===== src/rtl/demux_1xn_stream_pkg.sv =====
// Shared types and helpers for the 1-to-N stream demultiplexer.
// Holds the routing FSM state encoding, the optional counter width and the
// select range check used on the first beat of every packet.
package demux_pkg;

  typedef enum logic [1:0] {
    IDLE  = 2'd0,
    ROUTE = 2'd1,
    DROP  = 2'd2
  } state_t;

  localparam int CNT_W = 16;

  // True when the select addresses a lane that physically exists.
  function automatic logic sel_valid(input int unsigned sel, input int unsigned n);
    return (sel < n);
  endfunction

endpackage


===== src/rtl/demux_1xn_stream_out_reg.sv =====
// Single-entry output register shared by all lanes of the demultiplexer.
// Stores one beat together with its destination lane, decodes the per-lane
// valid and reports whether it can take a new beat this cycle (empty, or the
// held beat is leaving on its own lane).
module demux_out_reg #(
  parameter int N_CH   = 4,
  parameter int DATA_W = 8,
  parameter int SEL_W  = 2
) (
  input  logic                     clk,
  input  logic                     rst,
  input  logic                     i_load,
  input  logic [DATA_W-1:0]        i_load_data,
  input  logic                     i_load_last,
  input  logic [SEL_W-1:0]         i_load_ch,
  input  logic [N_CH-1:0]          i_out_ready,
  output logic [N_CH-1:0]          o_out_valid,
  output logic [N_CH*DATA_W-1:0]   o_out_data,
  output logic [N_CH-1:0]          o_out_last,
  output logic                     o_can_accept
);

  logic              r_valid;
  logic [SEL_W-1:0]  r_ch;
  logic [DATA_W-1:0] r_data;
  logic              r_last;

  logic [N_CH-1:0]   w_lane_hit;
  logic              w_fire;

  // Per-lane decode of the held beat; only the owning lane sees it.
  always_comb begin
    w_lane_hit = '0;
    for (int k = 0; k < N_CH; k++) begin
      w_lane_hit[k] = r_valid && (r_ch == SEL_W'(k));
    end
  end

  // Only the ready of the lane that owns the beat can release it.
  assign w_fire       = |(w_lane_hit & i_out_ready);
  assign o_can_accept = !r_valid || w_fire;

  // Load wins over drain so a new beat can replace a departing one in the same cycle.
  always_ff @(posedge clk or posedge rst) begin
    if (rst) begin
      r_valid <= 1'b0;
      r_ch    <= '0;
      r_data  <= '0;
      r_last  <= 1'b0;
    end else if (i_load) begin
      r_valid <= 1'b1;
      r_ch    <= i_load_ch;
      r_data  <= i_load_data;
      r_last  <= i_load_last;
    end else if (w_fire) begin
      r_valid <= 1'b0;
    end
  end

  // Fan the held beat out to its lane and keep every other lane at zero.
  always_comb begin
    o_out_valid = '0;
    o_out_data  = '0;
    o_out_last  = '0;
    for (int k = 0; k < N_CH; k++) begin
      o_out_valid[k] = w_lane_hit[k];
      if (w_lane_hit[k]) begin
        o_out_data[k*DATA_W +: DATA_W] = r_data;
        o_out_last[k]                  = r_last;
      end
    end
  end

endmodule


===== src/rtl/demux_1xn_stream.sv =====
// Registered 1-to-N stream demultiplexer with packet-atomic routing.
// The lane is chosen from in_sel on the first beat of a packet and held until
// the last beat; packets aimed at a non-existent lane are swallowed and flagged
// on err. Define DEMUX_1XN_CNT_EN to add per-lane packet counters (pkt_cnt) and
// a dropped-packet counter (drop_cnt).
module demux_1xn_stream
  import demux_pkg::*;
#(
  parameter int N_CH   = 4,
  parameter int DATA_W = 8,
  parameter int SEL_W  = (N_CH > 2) ? $clog2(N_CH) : 1
) (
  input  logic                    clk,
  input  logic                    rst,
  input  logic                    in_valid,
  output logic                    in_ready,
  input  logic [DATA_W-1:0]       in_data,
  input  logic [SEL_W-1:0]        in_sel,
  input  logic                    in_last,
  output logic [N_CH-1:0]         out_valid,
  input  logic [N_CH-1:0]         out_ready,
  output logic [N_CH*DATA_W-1:0]  out_data,
  output logic [N_CH-1:0]         out_last,
  output logic                    busy,
  output logic                    err
`ifdef DEMUX_1XN_CNT_EN
  ,
  output logic [N_CH*CNT_W-1:0]   pkt_cnt,
  output logic [CNT_W-1:0]        drop_cnt
`endif
);

  state_t           r_state;
  state_t           w_next;
  logic [SEL_W-1:0] r_cur_ch;
  logic             r_err;

  logic             w_sel_ok;
  logic             w_can_accept;
  logic             w_accept;
  logic             w_load;
  logic [SEL_W-1:0] w_load_ch;
  logic             w_latch_ch;
  logic             w_err_next;

  assign w_sel_ok = sel_valid(32'(in_sel), N_CH);

  // Ready follows the output register except when the beat is going to be dropped.
  always_comb begin
    in_ready = w_can_accept;
    case (r_state)
      IDLE:    if (!w_sel_ok) in_ready = 1'b1;
      ROUTE:   in_ready = w_can_accept;
      DROP:    in_ready = 1'b1;
      default: in_ready = w_can_accept;
    endcase
  end

  assign w_accept = in_valid && in_ready;

  // Next-state, register load and error decisions for each accepted beat.
  always_comb begin
    w_next     = r_state;
    w_load     = 1'b0;
    w_load_ch  = r_cur_ch;
    w_latch_ch = 1'b0;
    w_err_next = 1'b0;
    case (r_state)
      IDLE: begin
        if (w_accept) begin
          if (w_sel_ok) begin
            w_load     = 1'b1;
            w_load_ch  = in_sel;
            w_latch_ch = 1'b1;
            if (!in_last) w_next = ROUTE;
          end else begin
            w_err_next = 1'b1;
            if (!in_last) w_next = DROP;
          end
        end
      end
      ROUTE: begin
        if (w_accept) begin
          w_load = 1'b1;
          if (in_last) w_next = IDLE;
        end
      end
      DROP: begin
        if (w_accept && in_last) w_next = IDLE;
      end
      default: w_next = IDLE;
    endcase
  end

  // State, locked channel and registered error pulse.
  always_ff @(posedge clk or posedge rst) begin
    if (rst) begin
      r_state  <= IDLE;
      r_cur_ch <= '0;
      r_err    <= 1'b0;
    end else begin
      r_state <= w_next;
      r_err   <= w_err_next;
      if (w_latch_ch) r_cur_ch <= in_sel;
    end
  end

  assign busy = (r_state != IDLE);
  assign err  = r_err;

  demux_out_reg #(
    .N_CH   (N_CH),
    .DATA_W (DATA_W),
    .SEL_W  (SEL_W)
  ) u_out_reg (
    .clk          (clk),
    .rst          (rst),
    .i_load       (w_load),
    .i_load_data  (in_data),
    .i_load_last  (in_last),
    .i_load_ch    (w_load_ch),
    .i_out_ready  (out_ready),
    .o_out_valid  (out_valid),
    .o_out_data   (out_data),
    .o_out_last   (out_last),
    .o_can_accept (w_can_accept)
  );

`ifdef DEMUX_1XN_CNT_EN
  logic [N_CH*CNT_W-1:0] r_pkt_cnt;
  logic [CNT_W-1:0]      r_drop_cnt;

  // Count completed packets per lane and dropped packets; both wrap.
  always_ff @(posedge clk or posedge rst) begin
    if (rst) begin
      r_pkt_cnt  <= '0;
      r_drop_cnt <= '0;
    end else begin
      for (int k = 0; k < N_CH; k++) begin
        if (out_valid[k] && out_ready[k] && out_last[k]) begin
          r_pkt_cnt[k*CNT_W +: CNT_W] <= r_pkt_cnt[k*CNT_W +: CNT_W] + CNT_W'(1);
        end
      end
      if (r_err) r_drop_cnt <= r_drop_cnt + CNT_W'(1);
    end
  end

  assign pkt_cnt  = r_pkt_cnt;
  assign drop_cnt = r_drop_cnt;
`endif

endmodule


===== config.mk =====
export PLATFORM = sky130hd
export DESIGN_NAME = demux_1xn_stream
export DESIGN_NICKNAME = d
export VERILOG_FILES = /design/src/rtl/demux_1xn_stream_pkg.sv /design/src/rtl/demux_1xn_stream_out_reg.sv /design/src/rtl/demux_1xn_stream.sv
export SDC_FILE = /design/constraint.sdc
export NUM_CORES = 1
export LEC_CHECK = 0
export BUFFER_PORTS_ARGS = -buffer_cell sky130_fd_sc_hd__buf_2
export CORE_ASPECT_RATIO = 1.4
export CORE_MARGIN = 1
export CORE_UTILIZATION = 39
export CTS_BUF_LIST = sky130_fd_sc_hd__clkbuf_8 sky130_fd_sc_hd__clkbuf_16
export DETAILED_ROUTE_END_ITERATION = 10
export PLACE_DENSITY = 0.85
export SYNTH_ARGS = -nofsm -noshare
export SYNTH_HDL_FRONTEND = slang
export SYNTH_HIERARCHICAL = 1
export SYNTH_SLANG_ARGS = --single-unit

===== constraint.sdc =====
create_clock -name clk -period 4.65 [get_ports clk]
set_input_delay 0.93 -clock clk [delete_from_list [all_inputs] [get_ports clk]]
set_output_delay 0.93 -clock clk [all_outputs]
set_load 0.05 [all_outputs]

Word-level counts from Yosys, hierarchy flattened

Cells that the tools add are included.

Bitwise logic cells: 1
Multiplexer cells: 22
Reduce and logical (&&, ||, !) cells: 15
Eq/ne operators: 10

Operators by type and width:

| kind                                                            | number |
|---|---|
| 8-bit 2-to-1 mux                                                | 4 |
| 2-bit 2-to-1 mux                                                | 7 |
| 1-bit 2-to-1 mux                                                | 10 |
| 2-bit inequality test, second input constant                    | 5 |
| 2-bit == test, second input constant                            | 3 |
| 1-bit logical AND                                               | 6 |
| 2-bit case mux with 3 select lines                              | 1 |
| 5-bit AND reduction                                             | 1 |
| 4-bit AND                                                       | 1 |
| 2-bit by 1-bit == test with 1-bit output, second input constant | 2 |
| 2-bit logical NOT                                               | 2 |
| 2-bit nonzero test                                              | 2 |
| 4-bit OR reduction                                              | 1 |
| 2-bit OR reduction                                              | 1 |
| 1-bit logical NOT                                               | 1 |
| 1-bit logical OR                                                | 1 |

Register bits after elaboration: 16

Logic depth before layout (Yosys ltp)

Gate-level depths: netlist of run 1.

Depth after elaboration: 10
Mapped depth: 5
Depth with buffers taken out: 5

Cells and area by module

Netlist of run 1, hierarchy kept.

Modules (own cells, without submodules):

| module           | seq. area each (µm²) | instances | area each (µm²) | cells an instance |
|---|---|---|---|---|
| demux_out_reg    | 300.3                | 1         | 753.2           | 72 |
| demux_1xn_stream | 75.1                 | 1         | 172.7           | 14 |

Worst setup path before layout of run 1

No wires, ideal clock.

Path kind: input -> register
Start: in out_ready[3]
End: reg u_out_reg.r_ch[1]
Slack: 1880 ps
Data arrival time: 2645 ps
Cell stages on the path: 5
Buffers on the path: 0
Data required time: 4525 ps
Setup time: 125 ps
Path through: mux4_2 > nand2b_1 > nand3b_4 > mux2_1 > mux2_2

Word-level cells in the longest chain between the ends: 7
Elaborated cells on any way between the ends: 9
Classes of those cells: 5 x mux; 1 x bitwise; 3 x reduce/logical

Ends and longest elaborated chain:

| item                 | line                           | RTL |
|---|---|---|
| from (decl)          | demux_1xn_stream.sv:21         | `input logic [N_CH-1:0] out_ready,` |
| 4-bit AND            | demux_1xn_stream_out_reg.sv:40 | `assign w_fire = \|(w_lane_hit & i_out_ready);` |
| 4-bit OR reduction   | demux_1xn_stream_out_reg.sv:40 |  |
| 1-bit logical OR     | demux_1xn_stream_out_reg.sv:41 | `assign o_can_accept = !r_valid \|\| w_fire;` |
| 1-bit 2-to-1 mux     | --                             |  |
| via in_ready         | demux_1xn_stream.sv:16         | `output logic in_ready,` |
| 1-bit logical AND    | demux_1xn_stream.sv:59         | `assign w_accept = in_valid && in_ready;` |
| 2-bit 2-to-1 mux     | demux_1xn_stream.sv:70         | `if (w_accept) begin` |
| 2-bit 2-to-1 mux     | demux_1xn_stream.sv:68         | `case (r_state)` |
| via w_load_ch[1]     | demux_1xn_stream.sv:42         | `logic [SEL_W-1:0] w_load_ch;` |
| to (signal assigned) | demux_1xn_stream_out_reg.sv:52 | `r_ch <= i_load_ch;` |
| to (decl)            | demux_1xn_stream_out_reg.sv:24 | `logic [SEL_W-1:0] r_ch;` |

The timed path passes the listed nets, and every way through them passes these cells.
A chain may end at the register's enable or synchronous reset.

Worst setup path in the final report of run 1

Start: in out_ready[3]
End: out in_ready

Word-level cells in the longest chain between the ends: 4

Ends and longest elaborated chain:

| item               | line |
|---|---|
| 4-bit AND          | demux_1xn_stream_out_reg.sv:40 |
| 4-bit OR reduction | demux_1xn_stream_out_reg.sv:40 |
| 1-bit logical OR   | demux_1xn_stream_out_reg.sv:41 |
| 1-bit 2-to-1 mux   | -- |
| to (decl)          | demux_1xn_stream.sv:16 |

No other way between the ends.

==> reports/metrics.cfg, run 1 <==
[grt]
overflow=0
grt_first_pass_wirelength_mm=3.28
gr-usage-all-layers_pct=17.3
grt_pass1_vias=756
antenna_found_initial=0
grt_max_degree=14

[sta]
setup_ws_ns=1.76
rsz0062_at_grt=false
fmax_ghz=0.346
hold_viol=0
post-route-period-util_pct=62.2
maxSlewHeadroom_pct=65.4
tns_ns=0
skew_ns=0.000647
slew_viol_final=0
worst_slew_pin_slew_ns=0.516
hold_ws_ns=0.503
setup_viol=0
fin_crit_ns=2.89

[setup_path]
criticalPathCategory=in -> out
critPathCaptureType=output pin
r2r_slack_ns=2.59
crit_family=multiplexers
ff2ff_path_depth=5
cp_slowest_cell=mux4_2
r2r-end=u_out_reg/r_ch[0]
cp.required_ns=3.72
arrival_ns=1.96
worstPathCellList=buf_2 -> mux4_2 -> nand2b_1 -> buf_2
critPathMostFrequentCell=buf_2
cp_max_fo=4
max_stage_delay_ns=0.46
cp-start-kind=input pin
worst-path-buf-inv=2
r2r-start=u_out_reg/r_ch[0]

[clocking]
post_cts_buffers=0
cts_buffer_depth=2
cts-resized-gates=0
cts_hold_buf=0
cts_tree=done
cts-root-buf=clkbuf_8
cts_inserted_buffers=3
cts.sinks=15
clk_pin_slew_ns=0.05
htree_levels=1
clk_latency_ns=0.24

[synthesis]
netlist_area_um2=926
yosys-top-cells-count=and2_1 (36), dfrtp_1 (15), mux2_2 (11), buf_2 (4), mux2_1 (4)
syn_nets=104
async_reset_ff_share_pct=100
yosysMostFrequentCell=and2_1
ys_types=17
synth-main-ff-cell=dfrtp_1
synth_seq_cells=15
syn_avg_cell_area_um2=10.8
seq_area_frac_synth_pct=40.5
synth_edf_count=0
ys_top_cells_by_area=dfrtp_1 (41%), and2_1 (24%), mux2_2 (13%)
synth.top_cell.area_share_pct=40.5
netlist_instances=86
synth_top_cell_by_area=dfrtp_1
yosys_warnings=6

[outcome]
outcome=completed

[worst_hold_path]
holdPathStages=1
hold_end=r_cur_ch[0]
min-delay-start=r_cur_ch[0]
hold_path.class=reg -> reg

[final_layout]
syn_to_final_growth_pct=36.8
antenna_cells=0
layout.cells.non_filler=166
drive_gt1_share_pct=55.6
nFillCells=202
fin_nets=163

[placed_design]
io_buffers=59
place_inst=162
gp_congestion=0.686
dp_slack_ns=1.76
dp_hpwl_mm=1.78

[drt]
drc=0
routed_wl_mm=2.21
drtPass1Iterations=4
wl_per_cell_um=13.3
via_per_inst=4.86
drtAntennaViolNets=0
drt-initial-drc-count=15
num_vias=806

[die]
io_pins=61
die_y_um=59.7
dieArea_um2=2580
start_util_pct=42.0
fp-row-count=20
die_width_um=43.2
core_um2=2200

[run]
max-cap-violations=0

==> kinds of logic (layout without fill, tap and decap cells) <==
logic type,Yosys count,after routing,share of synthesized area [%]
buffers and inverters,8,66,4.19
AND/OR/NAND/NOR,43,43,32.3
flip-flops,15,15,40.5
multiplexers,16,16,20.7
other,1,1,0.405
AO/OA/AOI/OAI,3,3,1.89
==> through the flow <==
| stage | cell area (um^2) | utilization [%] |
|---|---|---|
| after global placement | 1220 | 55.5 |
| after global routing | 1270 | 57.5 |
| after detailed placement | 1220 | 55.5 |
| after CTS | 1270 | 57.5 |
| after floorplan | 926 | - |
| final | 1270 | 57.5 |
==> sequential cells by signal, indices dropped and copies added, names as in the netlist <==
register / flops
u_out_reg/r_last: 1
u_out_reg/r_data: 8
u_out_reg/r_valid: 1
r_state: 1
r_cur_ch: 2
u_out_reg/r_ch: 2
==> placed cells by master (no fill, tap or decap), types with 2 or more instances in the layout <==
cell and count:
mux2_2 11, buf_2 59, inv_1 4, and2_1 36, a21oi_1 2, clkbuf_8 3, and3b_2 2, dfrtp_1 15
mux2_1 4
==> worst reg2reg max path, delay by kind of cell, from the launching register on <==
kind / cells / cell delay (ns)
DFF: 1 / 0.45
muxes: 3 / 1.13
and+or+nand+nor: 2 / 0.36
==> cell type report <==
type	count	area, um^2	area share, %
multi-input combinational	63	512	40.4
sequential	15	375	29.6
timing repair buffer	59	295	23.3
clock buffer	3	41.3	3.26
tap	22	27.5	2.17
inverter	3	11.3	0.889
clock inverter	1	3.75	0.296
==> layer usage <==
metal / routed length (um) / track usage [%]
met4: 34 / 9.09
met1: 856 / 18.4
met2: 1210 / 32.4
met3: 105 / 2.42
met5: 0 / 0
==> how the worst max path moves through the flow <==
stage,from,slack [ns],endpoint,cells past startpoint
5_1_grt,out_ready[3],1.71,in_ready,4
4_1_cts,out_ready[3],1.76,in_ready,4
3_5_place_dp,out_ready[3],1.76,in_ready,4
2_1_floorplan,out_ready[3],1.88,u_out_reg/r_ch[1],5
6_report,out_ready[3],1.76,in_ready,4
3_3_place_gp,out_ready[3],1.78,in_ready,4
Power of run 1 is left out: the tool's default activity adds up to more than one toggle a clock period on the data nets, which glitch-free logic cannot reach.
==> inputs of run 2 (changes only) <==
==> constraint.sdc (replaced) <==
create_clock -name clk -period 2.8 [get_ports clk]
set_input_delay 0.56 -clock clk [delete_from_list [all_inputs] [get_ports clk]]
set_output_delay 0.56 -clock clk [all_outputs]
set_load 0.05 [all_outputs]
==> reports/metrics.cfg, run 2 (synthesis gave the netlist of run 1 again) <==
[grt]
overflow=0  ; unchanged
grt_max_degree=14  ; unchanged
grt_pass1_vias=704  ; was 756
grt_first_pass_wirelength_mm=3.33  ; was 3.28 mm
gr-usage-all-layers_pct=17.3  ; about the same
antenna_found_initial=0  ; unchanged

[sta]
worst_slew_pin_slew_ns=0.531  ; was 0.516 ns
maxSlewHeadroom_pct=64.4  ; was 65.4%
post-route-period-util_pct=82.5
slew_viol_final=0  ; unchanged
tns_ns=0  ; unchanged
fin_crit_ns=2.31
hold_viol=0  ; unchanged
rsz0062_at_grt=false  ; unchanged
fmax_ghz=0.433
skew_ns=0.00165  ; was 0.000647 ns
setup_viol=0  ; unchanged

[final_layout]
largest_reg_flops=8  ; unchanged
drive_gt1_share_pct=55.6  ; unchanged
antenna_cells=0  ; unchanged
fin_nets=163  ; unchanged
syn_to_final_growth_pct=36.8  ; unchanged
final_common_cell=buf_2  ; unchanged
top_regs=u_out_reg/r_data x8, r_cur_ch x2, u_out_reg/r_ch x2  ; unchanged
mostFrequentLayoutCells=buf_2 (59), and2_1 (36), dfrtp_1 (15)  ; unchanged
largest_register=u_out_reg/r_data  ; unchanged

[die]
fp-row-count=20  ; unchanged
die_width_um=43.2  ; unchanged
core_um2=2200  ; unchanged
io_pins=61  ; unchanged
start_util_pct=42.0  ; unchanged
dieArea_um2=2580  ; unchanged
die_y_um=59.7  ; unchanged

[setup_path]
critPathCaptureType=output pin  ; unchanged
arrival_ns=1.75  ; was 1.96 ns
cp_max_fo=6  ; was 4
criticalPathCategory=reg -> out  ; was in -> out
cp-start-kind=flop  ; was input pin
cp.required_ns=2.24  ; was 3.72 ns

[drt]
drtPass1Iterations=3  ; was 4
drc=0  ; unchanged
wl_per_cell_um=13.3  ; about the same
drt-initial-drc-count=10  ; was 15
routed_wl_mm=2.21  ; about the same
via_per_inst=4.84  ; was 4.86
drtAntennaViolNets=0  ; unchanged
num_vias=803  ; was 806

[clocking]
cts-resized-gates=0  ; unchanged
cts.sinks=15  ; unchanged
cts_buffer_depth=2  ; unchanged
cts-root-buf=clkbuf_8  ; unchanged
htree_levels=1  ; unchanged
post_cts_buffers=0  ; unchanged
cts_hold_buf=0  ; unchanged
clk_latency_ns=0.24  ; about the same
cts_inserted_buffers=3  ; unchanged
cts_tree=done  ; unchanged
clk_pin_slew_ns=0.06  ; was 0.05 ns

[worst_hold_path]
hold_path.class=in -> async  ; was reg -> reg

[placed_design]
gp_congestion=0.704  ; was 0.686
dp_hpwl_mm=1.77  ; was 1.78 mm
io_buffers=59  ; unchanged

[outcome]
outcome=completed  ; unchanged

[run]
max-cap-violations=0  ; unchanged

-- run 2: cell counts in the layout (fill, tap and decap cells not counted) --
Identical to the previous run, type by type.
-- run 2: stage by stage --
stage          cells  setup WS (ns)  instance area, um^2  util [%]  hold slack (ns)
2_1_floorplan     86          0.400                  926         -            0.314
3_3_place_gp     162          0.648                 1220      55.5            0.437
3_5_place_dp     162          0.583                 1220      55.5            0.447
4_1_cts          166          0.498                 1270      57.5            0.188
5_1_grt          166          0.424                 1270      57.5            0.199
6_report         166          0.489                 1270      57.5            0.190
-- run 2: path summary, 6_finish.rpt --
kind                                     end               from  cells after the start  slack [ns]
max                                 in_ready  u_out_reg/r_ch[0]                      3        0.49
min                              r_cur_ch[1]                rst                      2        0.19
max reg2reg                u_out_reg/r_ch[0]  u_out_reg/r_ch[0]                      5        0.69
min reg2reg                      r_cur_ch[1]        r_cur_ch[1]                      1        0.49
max in group asynchronous   u_out_reg/r_last                rst                      2        2.17
min in group clk                 r_cur_ch[1]        r_cur_ch[1]                      1        0.49
-- run 2: critical path, stage by stage, from the launching register on --
cell,delay (ns)
dfrtp_1,0.44
mux4_2,0.55
nand2b_1,0.25
buf_2,0.26
-- run 2: metal layers --
layer	share of wire (%)	vias up	wire length (um)	global-route usage [%]
met5	0	-	0	0
met3	4.0	2	88	2.42
met4	0.77	0	17	7.79
li1	-	393	-	-
met1	40	384	878	21.0
met2	55	24	1230	30.1
-- run 2: final cells by class --
class | instances | area, um^2
Timing Repair Buffer | 59 | 295
Clock inverter | 1 | 3.75
Inverter | 3 | 11.3
Multi-Input combinational cell | 63 | 512
Fill cell | 204 | 936
Clock buffer | 3 | 41.3
Sequential cell | 15 | 375
Tap cell | 22 | 27.5
Power of run 2 is left out for the same reason.
==> inputs of run 3 (changes only) <==
--- a/config.mk
+++ b/config.mk
@@ -5,13 +5,14 @@
 export SDC_FILE = /design/constraint.sdc
 export NUM_CORES = 1
 export LEC_CHECK = 0
+export ABC_AREA = 1
 export BUFFER_PORTS_ARGS = -buffer_cell sky130_fd_sc_hd__buf_2
 export CORE_ASPECT_RATIO = 1.4
 export CORE_MARGIN = 1
 export CORE_UTILIZATION = 39
 export CTS_BUF_LIST = sky130_fd_sc_hd__clkbuf_8 sky130_fd_sc_hd__clkbuf_16
 export DETAILED_ROUTE_END_ITERATION = 10
-export PLACE_DENSITY = 0.85
+export PLACE_DENSITY = 0.87
 export SYNTH_ARGS = -nofsm -noshare
 export SYNTH_HDL_FRONTEND = slang
 export SYNTH_HIERARCHICAL = 1
==> constraint.sdc (replaced) <==
create_clock -name clk -period 2.3 [get_ports clk]
set_input_delay 0.46 -clock clk [delete_from_list [all_inputs] [get_ports clk]]
set_output_delay 0.46 -clock clk [all_outputs]
set_load 0.05 [all_outputs]
==> reports/metrics.cfg, run 3 <==
[synthesis]
ys_types=15  ; was 17
yosysMostFrequentCell=nor2_1  ; was and2_1
netlist_instances=129  ; was 86
yosys_warnings=6  ; unchanged
yosys-top-cells-count=nor2_1 (39), nand2_1 (24), inv_1 (22), dfrtp_1 (15), o21ai_0 (11)  ; was and2_1 (36), dfrtp_1 (15), mux2_2 (11), buf_2 (4), mux2_1 (4)
synth_edf_count=0  ; unchanged
synth.top_cell.area_share_pct=44.0  ; was 40.5%
syn_avg_cell_area_um2=6.61  ; was 10.8 um^2
seq_area_frac_synth_pct=44.0  ; was 40.5%
synth_top_cell_by_area=dfrtp_1  ; unchanged
synth_seq_cells=15  ; unchanged
async_reset_ff_share_pct=100  ; unchanged
syn_nets=147  ; was 104
netlist_area_um2=853  ; was 926 um^2
ys_top_cells_by_area=dfrtp_1 (44%), nor2_1 (17%), nand2_1 (11%)  ; was dfrtp_1 (41%), and2_1 (24%), mux2_2 (13%)
synth-main-ff-cell=dfrtp_1  ; unchanged

[grt]
antenna_found_initial=0  ; unchanged
grt_max_degree=24  ; was 14
gr-usage-all-layers_pct=18.6  ; was 17.3%
grt_pass1_vias=722  ; was 704
overflow=0  ; unchanged
grt_first_pass_wirelength_mm=3.35  ; was 3.33 mm

[drt]
drt-initial-drc-count=25  ; was 10
drc=0  ; unchanged
drtAntennaViolNets=0  ; unchanged
routed_wl_mm=2.18  ; was 2.21 mm
via_per_inst=4.63  ; was 4.84
drtPass1Iterations=4  ; was 3
wl_per_cell_um=10.4  ; was 13.3 um
num_vias=968  ; was 803

[pwr]
intPower_uw=778
power_density_nw_per_um2=1700
p_leak_nw=0.784
swShare_pct=61.7
combPwrFrac_pct=67.4
switching_power_mw=1.25
ir_worst_vdd_uv=894
p_seq_share_pct=22.3
clockPowerShare_pct=10.3

[run]
max-cap-violations=0  ; unchanged

[setup_path]
cp_max_fo=10  ; was 6
cp-start-kind=flop  ; unchanged
criticalPathCategory=reg -> out  ; unchanged
critPathCaptureType=output pin  ; unchanged
cp.required_ns=1.84  ; was 2.24 ns
arrival_ns=1.56  ; was 1.75 ns

[sta]
setup_viol=0  ; unchanged
rsz0062_at_grt=false  ; unchanged
hold_viol=0  ; unchanged
maxSlewHeadroom_pct=64.5  ; was 64.4%
fmax_ghz=0.496
fin_crit_ns=2.02
slew_viol_final=0  ; unchanged
post-route-period-util_pct=87.7
worst_slew_pin_slew_ns=0.532  ; was 0.531 ns
setup_ws_ns=0.283  ; was 0.489 ns
skew_ns=0.00516  ; was 0.00165 ns
tns_ns=0  ; unchanged

[die]
dieArea_um2=2380  ; was 2580 um^2
die_width_um=41.5  ; was 43.2 um
start_util_pct=42.2  ; was 42.0%
io_pins=61  ; unchanged
core_um2=2020  ; was 2200 um^2
die_y_um=57.3  ; was 59.7 um
fp-row-count=19  ; was 20

[final_layout]
antenna_cells=0  ; unchanged
syn_to_final_growth_pct=40.3  ; was 36.8%
top_regs=u_out_reg/r_data x8, r_cur_ch x2, u_out_reg/r_ch x2  ; unchanged
area.sequential_um2=375  ; unchanged
multiInputGateArea_um2=358  ; was 512 um^2
final_common_cell=buf_2  ; unchanged
largest_reg_flops=8  ; unchanged
layout.cells.non_filler=209  ; was 166
drive_gt1_share_pct=35.6  ; was 55.6%
largest_register=u_out_reg/r_data  ; unchanged
mostFrequentLayoutCells=buf_2 (59), nor2_1 (39), nand2_1 (24)  ; was buf_2 (59), and2_1 (36), dfrtp_1 (15)
fin_nets=207  ; was 163
nFillCells=188  ; was 204

[placed_design]
gp_congestion=0.833  ; was 0.704
io_buffers=59  ; unchanged
place_inst=205  ; was 162
dp_hpwl_mm=1.68  ; was 1.77 mm
dp_slack_ns=0.522  ; was 0.583 ns

[outcome]
outcome=completed  ; unchanged

[clocking]
post_cts_buffers=0  ; unchanged
cts_buffer_depth=2  ; unchanged
clk_pin_slew_ns=0.06  ; about the same
cts_hold_buf=0  ; unchanged
cts-root-buf=clkbuf_8  ; unchanged
htree_levels=1  ; unchanged
cts.sinks=15  ; unchanged
cts_tree=done  ; unchanged
cts_inserted_buffers=3  ; unchanged
clk_latency_ns=0.25  ; was 0.24 ns
cts-resized-gates=0  ; unchanged

[worst_hold_path]
hold_path.class=in -> async  ; unchanged

==> run 3: logic make-up after synthesis <==
family          after synthesis  share of synthesized area (%)
compound gates               13                           7.92
buf+inv                      29                           14.1
flops                        15                           44.0
other cells                   1                          0.439
simple gates                 71                           33.6
==> run 3: final timing paths <==
check	startpoint	end	slack (ns)	cells after the start
max	u_out_reg/r_ch[1]	out_last[0]	0.28	4
min	rst	r_cur_ch[0]	0.07	2
max reg2reg	u_out_reg/r_ch[1]	u_out_reg/r_data[6]	0.51	8
min reg2reg	r_cur_ch[1]	r_cur_ch[1]	0.47	2
max in group asynchronous	rst	u_out_reg/r_data[3]	1.78	2
min in group clk	in_last	r_state[0]	0.40	2
==> run 3: critical path, cell delays in order, from the launching register on <==
cell and delay (ns):
dfrtp_1 0.42, nor2_1 0.14, nand2_1 0.26, nor2_1 0.19, buf_2 0.28
==> run 3: power groups by stage <==
stage | Combinational (mW) | Clock, mW | Sequential [mW]
final | 1.37 | 0.209 | 0.453
after global routing | 1.47 | 0.226 | 0.467
after CTS | 1.38 | 0.215 | 0.452
after detailed placement | 1.38 | 0 | 0.457
after global placement | 1.36 | 0 | 0.454
after floorplan | 1.09 | 0 | 0.461
==> run 3: cell type report <==
type | count | area share (%)
Clock buffer | 3 | 3.45
Clock inverter | 1 | 0.313
Inverter | 24 | 7.52
Multi-Input combinational cell | 85 | 29.9
Sequential cell | 15 | 31.3
Tap cell | 21 | 2.19
Timing Repair Buffer | 60 | 25.3
==> run 3: through the flow <==
| step | power [mW] | util, % | instance area (um^2) | hold WS (ns) |
|---|---|---|---|---|
| after floorplan | 1.55 | - | 853 | 0.214 |
| after global placement | 1.82 | 57.0 | 1150 | 0.343 |
| after detailed placement | 1.83 | 57.0 | 1150 | 0.344 |
| after CTS | 2.05 | 59.3 | 1200 | 0.0729 |
| after global routing | 2.16 | 59.3 | 1200 | 0.0853 |
| final | 2.03 | 59.3 | 1200 | 0.0730 |
==> run 3: per-layer routing <==
| layer | routed length (um) | GRT usage (%) | share of wire [%] | vias to the layer above |
|---|---|---|---|---|
| met4 | 44 | 9.68 | 2.0 | 0 |
| met5 | 0 | 0 | 0 | - |
| met3 | 127 | 3.48 | 5.8 | 5 |
| li1 | - | - | - | 500 |
| met1 | 892 | 20.9 | 41 | 424 |
| met2 | 1120 | 33.0 | 51 | 39 |
Power figures use the tool's default switching activity.
